**config.mk**
```make
export PLATFORM = sky130hd
export DESIGN_NAME = mem_bus_arbiter
export DESIGN_NICKNAME = d
export VERILOG_FILES = /design/src/rtl/mem_bus_arbiter.sv
export SDC_FILE = /design/constraint.sdc
export NUM_CORES = 1
export LEC_CHECK = 0
export ABC_AREA = 1
export CAP_MARGIN = 10
export CORE_AREA = 2 2 58 60
export CTS_BUF_LIST = sky130_fd_sc_hd__clkbuf_8
export DETAILED_ROUTE_END_ITERATION = 10
export DIE_AREA = 0 0 60 62
export GPL_TIMING_DRIVEN = 0
export PLACE_DENSITY = 0.88
export SLEW_MARGIN = 5
export SYNTH_ARGS = -nofsm -noshare
export SYNTH_HDL_FRONTEND = slang
export SYNTH_SLANG_ARGS = --single-unit
export TNS_END_PERCENT = 5
```
**constraint.sdc**
```tcl
create_clock -name CLK -period 2.2 [get_ports CLK]
set_input_delay 0.44 -clock CLK [delete_from_list [all_inputs] [get_ports CLK]]
set_output_delay 0.44 -clock CLK [all_outputs]
set_load 0.01 [all_outputs]
```
**src/rtl/mem_bus_arbiter.sv**
```systemverilog
// -----------------------------------------------------------------------------
// mem_bus_arbiter
//
// Shares a single memory bus (address / write data / write enable / read data)
// between two masters: M0 (CPU) and M1 (program loader / DMA). One master owns
// the bus at a time through a REQ/GNT handshake. The owner's address, write
// data and write strobe are muxed onto the bus, and read data is routed back
// to it one cycle later with an RVALID strobe. When both masters want the bus,
// the current owner is preempted after MAX_HOLD contended cycles.
//
// Configuration macro:
//   ARB_ROUND_ROBIN_EN  defined   -> an IDLE tie goes to the master that did
//                                    not own the bus most recently.
//                       undefined -> an IDLE tie always goes to M0.
//   MAX_HOLD preemption applies in both builds.
//
// Parameters:
//   AW        address width
//   DW        data width
//   MAX_HOLD  max consecutive owned cycles while the other master requests
//             (0 = unlimited)
//
// Ports:
//   CLK            clock, all state changes on the rising edge
//   RST            synchronous active-high reset
//   Mx_REQ         master x requests / holds the bus
//   Mx_ADDR        master x address
//   Mx_WDATA       master x write data
//   Mx_WE          master x write enable (1 = write, 0 = read)
//   Mx_GNT         master x owns the bus this cycle (registered)
//   Mx_RDATA       read data to master x, zero unless Mx_RVALID
//   Mx_RVALID      read data valid for master x (registered)
//   MEM_ADDRESS    address to memory
//   MEM_DIN        write data to memory
//   MEM_EN_WRITE   write strobe to memory
//   MEM_DOUT       read data from memory (one cycle after the address)
//   OWNER          debug: 00 idle, 01 M0, 10 M1
// -----------------------------------------------------------------------------
module mem_bus_arbiter #(
  parameter int AW       = 8,
  parameter int DW       = 8,
  parameter int MAX_HOLD = 16
) (
  input  logic          CLK,
  input  logic          RST,

  input  logic          M0_REQ,
  input  logic [AW-1:0] M0_ADDR,
  input  logic [DW-1:0] M0_WDATA,
  input  logic          M0_WE,
  output logic          M0_GNT,
  output logic [DW-1:0] M0_RDATA,
  output logic          M0_RVALID,

  input  logic          M1_REQ,
  input  logic [AW-1:0] M1_ADDR,
  input  logic [DW-1:0] M1_WDATA,
  input  logic          M1_WE,
  output logic          M1_GNT,
  output logic [DW-1:0] M1_RDATA,
  output logic          M1_RVALID,

  output logic [AW-1:0] MEM_ADDRESS,
  output logic [DW-1:0] MEM_DIN,
  output logic          MEM_EN_WRITE,
  input  logic [DW-1:0] MEM_DOUT,

  output logic [1:0]    OWNER
);

  // State encoding doubles as the one-hot grant vector and the OWNER value.
  typedef enum logic [1:0] {
    IDLE = 2'b00,
    OWN0 = 2'b01,
    OWN1 = 2'b10
  } state_t;

  // Hold counter must be at least one bit wide even when MAX_HOLD is 0.
  localparam int            HW         = (MAX_HOLD < 1) ? 1 : $clog2(MAX_HOLD + 1);
  localparam bit            PREEMPT_EN = (MAX_HOLD != 0);
  localparam logic [HW-1:0] HOLD_LAST  = (MAX_HOLD == 0) ? '0 : HW'(MAX_HOLD - 1);

  state_t        state_q, state_d;
  logic [HW-1:0] hold_cnt_q, hold_cnt_d;
  logic          last_owner_q, last_owner_d;   // 0 = M0, 1 = M1
  logic [1:0]    rvalid_q, rvalid_d;

  // Per-master views so the read path can be generated once for both masters.
  logic [1:0]    gnt;
  logic [1:0]    req;
  logic [1:0]    we;
  logic [DW-1:0] rdata [2];

  assign gnt = state_q;
  assign req = {M1_REQ, M0_REQ};
  assign we  = {M1_WE, M0_WE};

  // ---------------------------------------------------------------------------
  // Tie resolution from IDLE
  // ---------------------------------------------------------------------------
  state_t tie_state;
`ifdef ARB_ROUND_ROBIN_EN
  assign tie_state = last_owner_q ? OWN0 : OWN1;
`else
  assign tie_state = OWN0;
  // last_owner is still tracked in the fixed-priority build but nothing reads it.
  logic unused_last_owner;
  assign unused_last_owner = last_owner_q;
`endif

  // ---------------------------------------------------------------------------
  // Next-state logic
  // ---------------------------------------------------------------------------
  logic   own_req;
  logic   oth_req;
  state_t oth_state;

  // Current owner's request, the waiting master's request and its state.
  assign own_req   = (state_q == OWN1) ? M1_REQ : M0_REQ;
  assign oth_req   = (state_q == OWN1) ? M0_REQ : M1_REQ;
  assign oth_state = (state_q == OWN1) ? OWN0   : OWN1;

  always_comb begin
    state_d      = state_q;
    hold_cnt_d   = hold_cnt_q;
    last_owner_d = last_owner_q;

    unique case (state_q)
      IDLE: begin
        hold_cnt_d = '0;
        if (M0_REQ && M1_REQ) begin
          state_d = tie_state;
        end else if (M0_REQ) begin
          state_d = OWN0;
        end else if (M1_REQ) begin
          state_d = OWN1;
        end
      end

      OWN0, OWN1: begin
        if (!own_req) begin
          // Owner released: hand straight to the waiting master, no idle bubble.
          state_d    = oth_req ? oth_state : IDLE;
          hold_cnt_d = '0;
        end else if (oth_req && PREEMPT_EN && (hold_cnt_q == HOLD_LAST)) begin
          state_d    = oth_state;
          hold_cnt_d = '0;
        end else if (oth_req) begin
          if (hold_cnt_q != HOLD_LAST) begin
            hold_cnt_d = hold_cnt_q + HW'(1);
          end
        end else begin
          // Contention ended: the hold budget restarts.
          hold_cnt_d = '0;
        end
      end

      default: begin
        state_d    = IDLE;
        hold_cnt_d = '0;
      end
    endcase

    if ((state_d != state_q) && (state_d != IDLE)) begin
      last_owner_d = (state_d == OWN1);
    end
  end

  // ---------------------------------------------------------------------------
  // State registers
  // ---------------------------------------------------------------------------
  always_ff @(posedge CLK) begin
    if (RST) begin
      state_q      <= IDLE;
      hold_cnt_q   <= '0;
      last_owner_q <= 1'b1;   // so M0 wins the first tie in round-robin mode
      rvalid_q     <= '0;
    end else begin
      state_q      <= state_d;
      hold_cnt_q   <= hold_cnt_d;
      last_owner_q <= last_owner_d;
      rvalid_q     <= rvalid_d;
    end
  end

  // ---------------------------------------------------------------------------
  // Read return path: a read in an owned cycle returns on the next cycle.
  // ---------------------------------------------------------------------------
  for (genvar gi = 0; gi < 2; gi++) begin : g_rd
    assign rvalid_d[gi] = gnt[gi] & req[gi] & ~we[gi];
    assign rdata[gi]    = rvalid_q[gi] ? MEM_DOUT : '0;
  end

  // ---------------------------------------------------------------------------
  // Bus mux: only the owner ever reaches memory. A write that coincides with
  // reset is dropped.
  // ---------------------------------------------------------------------------
  always_comb begin
    MEM_ADDRESS  = '0;
    MEM_DIN      = '0;
    MEM_EN_WRITE = 1'b0;
    unique case (state_q)
      OWN0: begin
        MEM_ADDRESS  = M0_ADDR;
        MEM_DIN      = M0_WDATA;
        MEM_EN_WRITE = M0_REQ & M0_WE & ~RST;
      end
      OWN1: begin
        MEM_ADDRESS  = M1_ADDR;
        MEM_DIN      = M1_WDATA;
        MEM_EN_WRITE = M1_REQ & M1_WE & ~RST;
      end
      default: ;
    endcase
  end

  assign M0_GNT    = gnt[0];
  assign M1_GNT    = gnt[1];
  assign M0_RVALID = rvalid_q[0];
  assign M1_RVALID = rvalid_q[1];
  assign M0_RDATA  = rdata[0];
  assign M1_RDATA  = rdata[1];
  assign OWNER     = state_q;

endmodule
```
==> summary.txt <==
STA
  – Max Freq: 0.479 GHz
  – Worst-margin pin slew: about 310 ps
  – Max Transition Viols Final: 0
  – Min cycle time layout: 2090 ps
  – Fin worst setup slack: about 110 ps
  – Relative slew slack: between 70% and 80%
  – WHS: 501 ps
  – Final Skew: between 2 and 2.5 ps
  – Setup TNS: 0 ps
  – RSZ-0062 raised after global routing: yes
  – Final hold violations: 0
  – Period utilization: between 90 and 100%
  – Final setup violation count: 0

Yosys
  – Synth Instances: 169
  – Synth Area per Inst: 5.72 um^2
  – Ys async rst share: 0%
  – Post-synth EDFFs: 0
  – Syn Nets: 222
  – Synth cell types: 22
  – Register area share after synthesis: 18.6%
  – Register bit total from synthesis: 9
  – Synth Cell Area: approximately 970 um^2
  – YS warnings: 0
  – Top_reg_cell synth: dfxtp_1

Critical path
  – Critical path type: reg -> out
  – Worst setup path start: OWNER[1]$_SDFFE_PP0P_
  – R2r endpoint: OWNER[0]$_SDFFE_PP0P_
  – CP Cell Sequence: inv_2, ha_4, inv_4, clkbuf_4, a21oi_1, dlygate4sd2_1
  – Worst reg2reg startpoint: hold_cnt_q[1]$_SDFFE_PP0P_
  – Slowest-stage cell, CP: dfxtp_4
  – R2r setup slk: between 600 and 700 ps
  – Worst Path Buf+Inv: 4
  – Startpoint Class: flip-flop
  – CP Data Required Time: about 1800 ps
  – Arrival time of the worst setup path: between 1500 and 2000 ps
  – Worst path max stage delay: 380 ps
  – Critical path peak fanout: 10
  – R2r worst-path depth: 9
  – Endpoint type of the worst setup path: primary output
  – Crit-path leading delay family: buffers and inverters

Run
  – MaxCap Viol Count: 0

Hold path
  – Worst hold start: hold_cnt_q[4]$_SDFFE_PP0P_
  – Cells on Worst Hold Path: 2
  – Worst min-delay path class: reg -> reg
  – Hold worst-path end: hold_cnt_q[4]$_SDFFE_PP0P_

Route
  – DRT Wirelength: approximately 2.9 mm
  – Routed wire per std cell: around 9.5 um
  – DR iter-0 viols: 19
  – Vias per cell: ~4.3
  – DRC viols: 0
  – First-pass DRT Iterations: 3
  – Detail Route Antenna Nets: 0
  – DR vias: about 1,300

Pwr
  – Total Power: 1.43 mW
  – Pwr Density: approximately 750 nW/um^2
  – Peak supply drop: between 300 and 400 uV
  – Leakage: 0.913 nW

Clocking
  – Clk slew on worst S/H paths: 50 ps
  – Inserted Clock Buffers: 3
  – Cts repair resizes: 27
  – TritonCTS Sinks: 9
  – Clock latency on the worst-skew pair: between 200 and 250 ps
  – Clk buf depth: 2
  – Clock root cell: clkbuf_8
  – Post-CTS Setup Repair Bufs: 0
  – CTS H-tree lvls: 1
  – Hold-fix buffers, CTS: 0
  – CTS tree: yes

Place
  – Post-Place Cells: 299
  – PortBufs: 84
  – Detail Placement HPWL: around 2.4 mm
  – Post-Place Setup Slack: -343 ps
  – GP Congestion: around 0.86
  – Placed inst area: roughly 1900 um^2

Floorplan
  – Die Span Y: ~62 um
  – Initial Utilization: a little under a third
  – Core ar.: between 3000 and 4000 um^2
  – Io pins: 85
  – Die Area: 3720 um^2
  – # rows: 21
  – Die X: roughly 60 um

Global routing
  – Largest net degree at the start of global routing: 11
  – First-pass GRT wire length: ~4.7 mm
  – Overflow after GRT: 0
  – Antenna violations before repair: 0
  – Vias in the first global route: 1,192
  – Total track usage: between 10% and 20%

Cells and area
  – Final instance area: between 1500 and 2000 um^2
  – Most frequent cells in the layout: clkdlybuf4s50_1, nand2_1, inv_1
  – Final cell utilization of the core: between 60 and 70%
  – Post-Layout Cell Count: between 300 and 400
  – Synth-to-layout area growth: 97.3%
  – Fin nets: 310
  – Layout cells sized above 1: 12.5%
  – # diodes: 0
  – Commonest non-fill, non-tap cell in the layout: clkdlybuf4s50_1

Status
  – Outcome: finished clean
## worst min-delay path, delay by kind of cell, from the launching register on
family / cells / cell delay, ps
AOI/OAI and AO/OA: 1 / 60
and+or+nand+nor: 1 / 80
DFF: 1 / 320
## layout make-up
class                           instances  area, um^2
Sequential cell                         9         185
Fill cell                             297        1270
Timing Repair Buffer                   84         805
Tap cell                               46        57.6
Buffer                                  8        60.1
Inverter                               28         110
Clock inverter                          1        3.75
Multi-Input combinational cell        123         646
Clock buffer                            3        41.3
## worst max-delay path by stage
stage / to / cells after the start
after floorplan: MEM_EN_WRITE / 4
after global placement: MEM_ADDRESS[3] / 6
after detailed placement: MEM_DIN[3] / 6
after CTS: MEM_ADDRESS[3] / 6
after global routing: MEM_ADDRESS[3] / 6
final: MEM_ADDRESS[3] / 6
## kinds of logic after synthesis
logic type,synth area share (%)
buffers and inverters,16.2
XOR/XNOR,0.906
AO/OA/AOI/OAI,12.4
flip-flops,18.6
AND/OR/NAND/NOR,42.8
adder cells (fa/ha/maj),9.06
## power by group
| group | switching (mW) | leakage [nW] | internal (mW) | total, mW |
|---|---|---|---|---|
| clock | 0.0690 | 0.0269 | 0.122 | 0.191 |
| sequential | 0.0339 | 0.0740 | 0.192 | 0.226 |
| combinational | 0.538 | 0.812 | 0.472 | 1.01 |
## state kept, by name, summed over array words and instances (netlist names)
name / flops
OWNER: 2
rvalid_q: 2
hold_cnt_q: 5
## per-layer routing
metal,routed length (um),global-route usage [%],part of all wire [%]
met4,23,3.81,0.80
met3,228,3.52,8.0
met2,1410,32.1,49
met5,0,0,0
met1,1200,16.8,42
## cells in the mapped netlist, types with 2 or more instances
cell type | n | area, um^2
a21oi_1 | 21 | 105
nand2_1 | 65 | 244
inv_2 | 3 | 11.3
dfxtp_1 | 9 | 180
nor4_1 | 3 | 18.8
clkbuf_1 | 3 | 11.3
nor2_1 | 12 | 45.0
ha_1 | 7 | 87.6
buf_4 | 2 | 15.0
nand2_2 | 2 | 12.5
nand3_2 | 3 | 30.0
nand3_1 | 3 | 15.0
nand2_4 | 2 | 22.5
inv_1 | 25 | 93.8
buf_2 | 2 | 10.0
Power figures use the tool's default switching activity.
